==> config.mk <==
export PLATFORM = sky130hd
export DESIGN_NAME = pwm_duty_seq
export DESIGN_NICKNAME = d
export VERILOG_FILES = /design/src/rtl/pwm_seq_pkg.sv /design/src/rtl/pwm_seq_tbl.sv /design/src/rtl/pwm_duty_seq.sv
export SDC_FILE = /design/constraint.sdc
export NUM_CORES = 1
export LEC_CHECK = 0
export BUFFER_PORTS_ARGS = -buffer_cell sky130_fd_sc_hd__buf_4
export CAP_MARGIN = 5
export CORE_MARGIN = 2
export CORE_UTILIZATION = 25
export DETAILED_ROUTE_END_ITERATION = 7
export PLACE_DENSITY = 0.42
export SKIP_LAST_GASP = 1
export SLEW_MARGIN = 20
export SYNTH_ARGS = -nofsm -noshare
export SYNTH_HDL_FRONTEND = slang
export SYNTH_HIERARCHICAL = 1
export SYNTH_SLANG_ARGS = --single-unit
==> constraint.sdc <==
create_clock -name clk_i -period 2.9 [get_ports clk_i]
set_input_delay 0.435 -clock clk_i [delete_from_list [all_inputs] [get_ports clk_i]]
set_output_delay 0.435 -clock clk_i [all_outputs]
set_load 0.03 [all_outputs]
==> src/rtl/pwm_seq_pkg.sv <==
// Shared types and constants for the PWM duty-cycle sequencer.
package pwm_seq_pkg;

    // Sequencer FSM states
    typedef enum logic [1:0] {
        S_IDLE   = 2'd0,
        S_WAIT   = 2'd1,
        S_SETUP  = 2'd2,
        S_ACCESS = 2'd3
    } seq_state_e;

    // Word offsets of the target PWM slave's register map
    localparam int unsigned REG_CTRL = 0;
    localparam int unsigned REG_PSCR = 1;
    localparam int unsigned REG_CNT  = 2;
    localparam int unsigned REG_CMP  = 3;
    localparam int unsigned REG_CR0  = 4;
    localparam int unsigned REG_CR1  = 5;
    localparam int unsigned REG_CR2  = 6;
    localparam int unsigned REG_CR3  = 7;
    localparam int unsigned REG_STAT = 8;

    // Byte offset of CR0; CRx follow at 4-byte stride
    localparam logic [31:0] CRX_OFFS = 32'h10;

    // Byte address of compare register CRx for channel chn
    function automatic logic [31:0] crx_addr(input logic [31:0] base, input logic [1:0] chn);
        return base + CRX_OFFS + {28'd0, chn, 2'b00};
    endfunction

endpackage

==> src/rtl/pwm_seq_tbl.sv <==
// Duty table: register array with one synchronous write port and one
// combinational read port. Contents are intentionally not reset.
module pwm_seq_tbl #(
    parameter int DEPTH = 16,
    parameter int DW    = 32,
    parameter int AW    = 4
) (
    input  logic          clk_i,
    input  logic          we_i,
    input  logic [AW-1:0] waddr_i,
    input  logic [DW-1:0] wdata_i,
    input  logic [AW-1:0] raddr_i,
    output logic [DW-1:0] rdata_o
);

    logic [DW-1:0] mem_q [DEPTH];

    // Software write port; usable while the sequencer runs
    always_ff @(posedge clk_i) begin
        if (we_i) begin
            mem_q[waddr_i] <= wdata_i;
        end
    end

    // Combinational read of the entry about to be sent
    always_comb begin
        rdata_o = mem_q[raddr_i];
    end

endmodule

==> src/rtl/pwm_duty_seq.sv <==
// APB4 master that writes one duty-table entry per PWM period into the
// selected channel compare register of a PWM slave.
//
// APB handshake: SETUP drives psel=1/penable=0 with address and data for one
// cycle; ACCESS raises penable and holds address and data unchanged until the
// slave returns pready=1, at which point the transfer completes (pslverr is
// only meaningful in that same cycle). A started transfer is never abandoned
// except by reset.
module pwm_duty_seq
    import pwm_seq_pkg::*;
#(
    parameter int          TBL_DEPTH  = 16,
    parameter int          DATA_WIDTH = 32,
    parameter logic [31:0] PWM_BASE   = 32'h0000_0000
) (
    input  logic                         clk_i,
    input  logic                         rst_n_i,
    input  logic                         start_i,
    input  logic                         stop_i,
    input  logic                         loop_i,
    input  logic [$clog2(TBL_DEPTH)-1:0] len_i,
    input  logic [1:0]                   chn_i,
    input  logic                         trg_i,
    input  logic                         tbl_we_i,
    input  logic [$clog2(TBL_DEPTH)-1:0] tbl_addr_i,
    input  logic [DATA_WIDTH-1:0]        tbl_wdata_i,
    output logic [31:0]                  paddr_o,
    output logic                         psel_o,
    output logic                         penable_o,
    output logic                         pwrite_o,
    output logic [DATA_WIDTH-1:0]        pwdata_o,
    input  logic                         pready_i,
    input  logic                         pslverr_i,
    output logic                         busy_o,
    output logic                         done_o,
    output logic                         err_o,
    output logic                         ovr_o
);

    localparam int AW = $clog2(TBL_DEPTH);

    seq_state_e            state_q, state_d;
    logic [AW-1:0]         idx_q, idx_d;
    logic [AW-1:0]         len_q, len_d;
    logic                  loop_q, loop_d;
    logic [1:0]            chn_q, chn_d;
    logic                  pend_q, pend_d;
    logic                  stop_q, stop_d;
    logic                  err_q, err_d;
    logic                  ovr_q, ovr_d;
    logic                  done_q, done_d;
    logic                  trg_q;
    logic [DATA_WIDTH-1:0] wdata_q, wdata_d;
    logic [DATA_WIDTH-1:0] tbl_rdata;
    logic                  trg_edge;

    pwm_seq_tbl #(
        .DEPTH (TBL_DEPTH),
        .DW    (DATA_WIDTH),
        .AW    (AW)
    ) u_tbl (
        .clk_i   (clk_i),
        .we_i    (tbl_we_i),
        .waddr_i (tbl_addr_i),
        .wdata_i (tbl_wdata_i),
        .raddr_i (idx_q),
        .rdata_o (tbl_rdata)
    );

    // State and control registers
    always_ff @(posedge clk_i or negedge rst_n_i) begin
        if (!rst_n_i) begin
            state_q <= S_IDLE;
            idx_q   <= '0;
            len_q   <= '0;
            loop_q  <= 1'b0;
            chn_q   <= 2'd0;
            pend_q  <= 1'b0;
            stop_q  <= 1'b0;
            err_q   <= 1'b0;
            ovr_q   <= 1'b0;
            done_q  <= 1'b0;
            trg_q   <= 1'b0;
            wdata_q <= '0;
        end else begin
            state_q <= state_d;
            idx_q   <= idx_d;
            len_q   <= len_d;
            loop_q  <= loop_d;
            chn_q   <= chn_d;
            pend_q  <= pend_d;
            stop_q  <= stop_d;
            err_q   <= err_d;
            ovr_q   <= ovr_d;
            done_q  <= done_d;
            trg_q   <= trg_i;
            wdata_q <= wdata_d;
        end
    end

    // Next-state logic: trigger bookkeeping, index advance, run control
    always_comb begin
        state_d  = state_q;
        idx_d    = idx_q;
        len_d    = len_q;
        loop_d   = loop_q;
        chn_d    = chn_q;
        pend_d   = pend_q;
        stop_d   = stop_q;
        err_d    = err_q;
        ovr_d    = ovr_q;
        done_d   = 1'b0;
        wdata_d  = wdata_q;
        trg_edge = trg_i & ~trg_q & (state_q != S_IDLE);

        case (state_q)
            S_IDLE: begin
                // stop beats start when both arrive together
                if (start_i && !stop_i) begin
                    state_d = S_WAIT;
                    len_d   = len_i;
                    loop_d  = loop_i;
                    chn_d   = chn_i;
                    err_d   = 1'b0;
                    ovr_d   = 1'b0;
                    idx_d   = '0;
                    pend_d  = 1'b0;
                    stop_d  = 1'b0;
                end
            end
            S_WAIT: begin
                if (stop_i) begin
                    state_d = S_IDLE;
                    done_d  = 1'b1;
                end else if (trg_edge || pend_q) begin
                    state_d = S_SETUP;
                    // a fresh edge arriving while a pending one is consumed stays pending
                    pend_d  = pend_q & trg_edge;
                end
            end
            S_SETUP: begin
                state_d = S_ACCESS;
                wdata_d = tbl_rdata;
                if (stop_i) stop_d = 1'b1;
                if (trg_edge) begin
                    if (pend_q) ovr_d = 1'b1;
                    else        pend_d = 1'b1;
                end
            end
            S_ACCESS: begin
                if (stop_i) stop_d = 1'b1;
                if (trg_edge) begin
                    if (pend_q) ovr_d = 1'b1;
                    else        pend_d = 1'b1;
                end
                if (pready_i) begin
                    if (pslverr_i) begin
                        err_d   = 1'b1;
                        state_d = S_IDLE;
                        done_d  = 1'b1;
                    end else if (stop_q || stop_i) begin
                        state_d = S_IDLE;
                        done_d  = 1'b1;
                    end else if ((idx_q == len_q) && !loop_q) begin
                        state_d = S_IDLE;
                        done_d  = 1'b1;
                    end else begin
                        idx_d   = (idx_q == len_q) ? '0 : idx_q + 1'b1;
                        state_d = S_WAIT;
                    end
                end
            end
            default: begin
                state_d = S_IDLE;
            end
        endcase
    end

    // APB drive and status outputs; data comes live from the table in SETUP
    // and from the captured copy in ACCESS so a table write cannot disturb it
    always_comb begin
        psel_o    = (state_q == S_SETUP) || (state_q == S_ACCESS);
        penable_o = (state_q == S_ACCESS);
        pwrite_o  = psel_o;
        paddr_o   = psel_o ? crx_addr(PWM_BASE, chn_q) : 32'd0;
        pwdata_o  = '0;
        if (state_q == S_SETUP)  pwdata_o = tbl_rdata;
        if (state_q == S_ACCESS) pwdata_o = wdata_q;
        busy_o    = (state_q != S_IDLE);
        done_o    = done_q;
        err_o     = err_q;
        ovr_o     = ovr_q;
    end

endmodule
# Yosys cells after proc, flatten, opt, wreduce, memory -nomap -nowiden
# Memory sizes are Yosys's and may differ from the RTL's.
# Cells that the tools add are included.
[op_classes]
n_bitwise = 4
n_mux = 39
addsub = 2
n_reduce_logical = 19
n_eq_ne = 16
[ops]
columns = ["op", "count"]
rows = [
  ["2-to-1 mux 32 bit", 2],
  ["2-to-1 mux 4 bit", 6],
  ["2-to-1 mux 1 bit", 19],
  ["!= test 2 bit (second input constant)", 6],
  ["AND reduction 4 bit", 3],
  ["!= test 2 x 1 -> 1 bit (second input constant)", 5],
  ["2-to-1 mux 2 bit", 4],
  ["one-hot mux 1 bit (2 select lines)", 4],
  ["one-hot mux 2 bit (4 select lines)", 1],
  ["one-hot mux 4 bit (2 select lines)", 1],
  ["adder 5 x 4 -> 6 bit (first input constant)", 1],
  ["2-to-1 mux 6 bit", 1],
  ["AND reduction 3 bit", 2],
  ["AND reduction 6 bit", 1],
  ["nonzero test 2 bit", 3],
  ["adder 4 x 1 -> 4 bit (second input constant)", 1],
  ["equality test 2 bit (second input constant)", 2],
  ["equality test 4 bit", 1],
  ["AND 1 bit", 3],
  ["logical OR 1 bit", 3],
  ["!= test 3 bit (second input constant)", 1],
  ["one-hot mux 1 bit (3 select lines)", 1],
  ["equality test 2 x 1 -> 1 bit (second input constant)", 1],
  ["logical AND 1 bit", 2],
  ["other kinds (5)", 6],
]
[word_totals]
ram_bits = 512
in_bits = 51
out_inout_bits = 71
memories = 1
register_bits = 51
[memory_table]
columns = ["memory", "depth", "word_bits", "read_ports", "rd_ports_with_merged_regs", "write_ports", "line", "rtl"]
rows = [
  ["u_tbl.mem_q", 16, 32, 1, 0, 1, "pwm_seq_tbl.sv:16", "logic [DW-1:0] mem_q [DEPTH];"],
]

# Longest topological paths before layout
[logic_depth]
depth_word = 7
mapped_depth = 7

# Modules after synthesis
# The synthesis kept the hierarchy.
[by_module_without_submodules]
columns = ["module", "n_inst", "area_per_inst_um2", "cells_each"]
rows = [
  ["pwm_seq_tbl", 1, 19194.7, 806],
  ["pwm_duty_seq", 1, 2810.2, 267],
]

# Worst setup path before layout
# OpenSTA, ideal clock, no wires.
[synth_timing]
kind = "input to register"
startpoint = "input port tbl_addr_i[2]"
endpoint = "memory u_tbl.mem_q[0][0] (enable)"
arrival_time_ns = 3.153
path_stages = 2
path_buffers = 0
slack_ns = -0.715
path_cell_list = "or3b_2 nor3_1"
[synth_rtl]
columns = ["item", "line", "rtl"]
rows = [
  ["from (decl)", "pwm_duty_seq.sv:25", "input logic [$clog2(TBL_DEPTH)-1:0] tbl_addr_i,"],
  ["to (decl)", "pwm_seq_tbl.sv:16", ""],
]
# No word-level cell before the write port.

# Worst setup path after layout
[layout_timing]
startpoint = "register idx_q[0]"
endpoint = "output port pwdata_o[29]"
[layout_between]
elab_chain_cells = 3
[layout_lines]
columns = ["item", "line", "rtl"]
rows = [
  ["from (decl)", "pwm_duty_seq.sv:43", "logic [AW-1:0] idx_q, idx_d;"],
  ["from (signal assigned)", "pwm_duty_seq.sv:87", "idx_q <= idx_d;"],
  ["memory read (16 x 32 bit)", "--", ""],
  ["named net tbl_rdata[29]", "pwm_duty_seq.sv:54", "logic [DATA_WIDTH-1:0] tbl_rdata;"],
  ["2-to-1 mux 32 bit", "pwm_duty_seq.sv:187", "if (state_q == S_SETUP) pwdata_o = tbl_rdata;"],
  ["2-to-1 mux 32 bit", "pwm_duty_seq.sv:188", "if (state_q == S_ACCESS) pwdata_o = wdata_q;"],
  ["to (decl)", "pwm_duty_seq.sv:31", "output logic [DATA_WIDTH-1:0] pwdata_o,"],
]
# The timed path passes the listed nets, and every way through them passes these cells.

==> metrics.md <==
| Metric | Value |
|---|---|
| Placer Congestion | 0.669 |
| Drt first pass iters | 5 |
| Worst EP required | between 2 and 2.5 ns |
| H-tree level count | 3 |
| Initial antenna violation count | 5 |
| Cell-by-cell trace of the critical path | buf_6 -> bufbuf_16 -> mux4_2 -> a22oi_2 -> nand2_1 -> mux2i_1 -> nor2_1 -> buf_4 |
| Area leader, netlist | edfxtp_1 |
| Hold Crit Start | len_i[0] |
| Crit path max-delay family | multiplexers |
| R2r startpoint | idx_q[0]$_DFFE_PN0P_ |
| Worst Path Max Fanout | 4 |
| Setup Viol. Count Final | 32 |
| Largest family of logic cells by synthesized area | multiplexers |
| DR WL met2 | approximately 28000 um |
| Mean routed wirelength per cell | roughly 24 um |
| Crit. Startpoint | idx_q[0]$_DFFE_PN0P_ |
| DRC Markers | 0 |
| Status | finished with violations |
| Clock latency on the worst-skew pair | 0.60 ns |
| Placed cell count | 2306 |
| Final Skew | between 0.02 and 0.025 ns |
| Post-synth EDFFs | approximately 510 |
| Worst-path clk slew | 0.06 ns |
| PwrDens | ~910 mW/mm2 |
| Synthesized flop and latch total | 563 |
| Pwr Total | between 20 and 30 mW |
| Tightest Hold Check Type | in -> reg |
| R2R Path End | idx_q[0]$_DFFE_PN0P_ |
| Top area cells in the synthesized netlist | edfxtp_1, mux4_2, dfrtp_1 |
| Vias/cell | roughly 4.5 |
| Critical path endpoint category | output port |
| Cts bufs inserted | 67 |
| Compound-cell area share of the yosys netlist | 0.0274 |
| Slew headroom | 0.383 |
| DP HPWL | 30400 um |
| Top layer in use | met5 |
| Syn Std Cell Area | approximately 0.022 mm2 |
| Vias post-DR | 11118 |
| Unrepaired setup endpoints after global routing | yes |
| Worst vdd ir | 0.414 mV |
| Kind of critical path | reg -> out |
| Reg power frac | 0.388 |
| Sw Share | 0.292 |
| Top cells by count, synth | edfxtp_1, mux4_2, a22oi_1 |
| Fmax | about 310 MHz |
| Synth top area share | 0.699 |
| Fin. max-slew vios | 0 |
| Max stage delay on crit path | 0.52 ns |
| Clock share of power | 0.327 |
| XOR/XNOR Fraction of Synth Area | 0.00159 |
| Cell Int Power | 17.7 mW |
| Clock Tree Buf Depth | 3 |
| Endpoint, Worst Hold | len_q[0]$_DFFE_PN0P_ |
| Root buf cell | clkbuf_16 |
| TritonCTS clock tree | done |
| Die Y | 301 um |
| Yosys cell types | 41 |
| First-pass GRT wire length | 85300 um |
| Placeable core area | slightly below 0.09 mm2 |
| Rows | roughly 110 |
| Slew @ Worst Pin | slightly above 0.9 ns |
| Final period util | 1.10 |
| CP Buf/Inv Count | 3 |
| Worst path arrival time | roughly 2.8 ns |
| Hold Vio Cnt, Final | 0 |
| Number of fill cells | 8421 |
| Overall routing resource usage | 0.132 |
| Max-cap viol count | 0 |
| Top Ports | approximately 120 |
| Post-Synth Simple-Gate Area | 0.0273 |
| Total gr overflow | 0 |
| Comb pwr share | 0.285 |
| Fraction of layout cells with a size suffix above 1 | 0.376 |
| Top FF cell, synth | edfxtp_1 |
| Syn Area/Cell | a little over 20 um2 |
| Antenna-violating nets left | 0 |
| Largest net degree at the start of global routing | 52 |
| Initial Util | 0.253 |
| Area growth syn-to-layout | 25.3% |
| Count leader, synth | edfxtp_1 |
| Hold Path Stages | 3 |
| Clock period minus worst slack | 3.18 ns |
| Leakage Power | between 8 and 9 nW |
| Cells after Synth | between 1000 and 1500 |
| Post-Route WL | 59400 um |
| Worst Setup Slack, final | -0.283 ns |
| Vias in the first global route | 11795 |
| Post-Synth Adder-Cell Area | 0.000569 |
| Multiplexer area fraction after synthesis | 0.162 |
| WL met3 | around 2300 um |
| Final std cells w/o fill | between 2000 and 2500 |
| Clock sinks | between 500 and 600 |
| Failing checks | negative setup slack |
| FFs w/ async S/R, synth | 0.0906 |
| Initial DRC Count | 612 |
| Psw | 7.31 mW |
| Reg2Reg Depth | 8 |
| PortBufs | 92 |
| Synth warnings | 6 |
| Die ar. | between 0.09 and 0.1 mm2 |
| CP max-delay cell | mux4_2 |
| Final net count | approximately 1300 |
| Worst Setup Start Kind | flop |
| Met1 WL | 28000 um |
| Register area share after synthesis | 0.757 |
| DIE WIDTH | 301 um |
| Worst R2R Setup Slack | 0.37 ns |
## layout by cell type (no fill, tap or decap), types with 5 or more instances in the layout
cell type and instances:
nor2_1 37, conb_1 29, buf_12 31, dfrtp_1 48
nand2_2 13, clkbuf_16 72, a22oi_1 29, mux2_2 32
bufinv_16 5, nand2_1 45, nor2_4 13, clkbuf_1 21
a22oi_2 35, mux4_2 128, clkinv_1 13, buf_16 10
clkinv_2 8, mux2i_1 32, buf_4 116, edfxtp_1 512
## power groups by stage
stage / clock network, mW / logic, mW / registers (mW)
floorplan: 0 / 4.12 / 9.72
global placement: 0 / 6.07 / 9.88
detailed placement: 0 / 6.10 / 9.89
CTS: 8.44 / 7.16 / 9.71
global route: 8.73 / 7.69 / 9.78
finish: 8.19 / 7.13 / 9.71
## registers in the layout, indices dropped and copies added (netlist names), 2 cells and up, named ones only
signal and count:
u_tbl/mem_q 512, chn_q 2, idx_q 4, len_q 4, wdata_q 32
## layout make-up
cell class,count,area [um2],share of cell area
Antenna cell,1,2.50,0.0000908
Clock buffer,91,1830,0.0664
Clock inverter,31,302,0.0109
Inverter,6,22.5,0.000817
Multi-Input combinational cell,445,5310,0.193
Sequential cell,563,16700,0.604
Tap cell,1155,1450,0.0524
Timing Repair Buffer,168,1990,0.0721
## kinds of logic after synthesis
logic type	after synthesis
compound gates	81
fa+ha+maj	1
buf+inv	93
xor+xnor	4
other cells	1
mux	193
simple gates	137
flops	563
## metal layers
metal,vias up,global-route usage
met5,-,0
met3,97,0.0256
met2,236,0.206
met1,6079,0.189
met4,6,0.0351
li1,4700,-
## repair_timing
action / in CTS / in global routing
pin swaps: 24 / 17
endpoints found under the setup margin: 32 / 32
hold buffers: 2 / 0
resized for setup: 41 / 29
hold endpoints to repair: 5 / 0
gates cloned: 11 / 2
buffers inserted: 17 / 3
## through the flow
stage                      util  hold slack (ns)  instance area [um2]  TNS (ns)  setup slack (ns)
after global routing      0.317           0.0181                27600    -11.18            -0.438
after global placement    0.283            0.454                24700         0             0.188
after floorplan               -            0.139                22100         0             0.157
after CTS                 0.315           0.0121                27400     -9.54            -0.365
after detailed placement  0.283            0.465                24700         0             0.204
final                     0.317           0.0506                27600     -6.29            -0.283
## tightest hold or removal path: stages
cell and delay (ns):
buf_4 0.08, nand2_1 0.04, nand2_1 0.05
## how the worst max path moves through the flow
stage | end | slack [ns] | cells after the start
after global placement | pwdata_o[6] | 0.19 | 7
after detailed placement | pwdata_o[6] | 0.20 | 7
after global routing | pwdata_o[1] | -0.44 | 8
after floorplan | u_tbl/mem_q[1][0]$_DFFE_PP_ | 0.16 | 2
final | pwdata_o[29] | -0.28 | 8
after CTS | pwdata_o[11] | -0.37 | 9
Power figures use the tool's default switching activity.
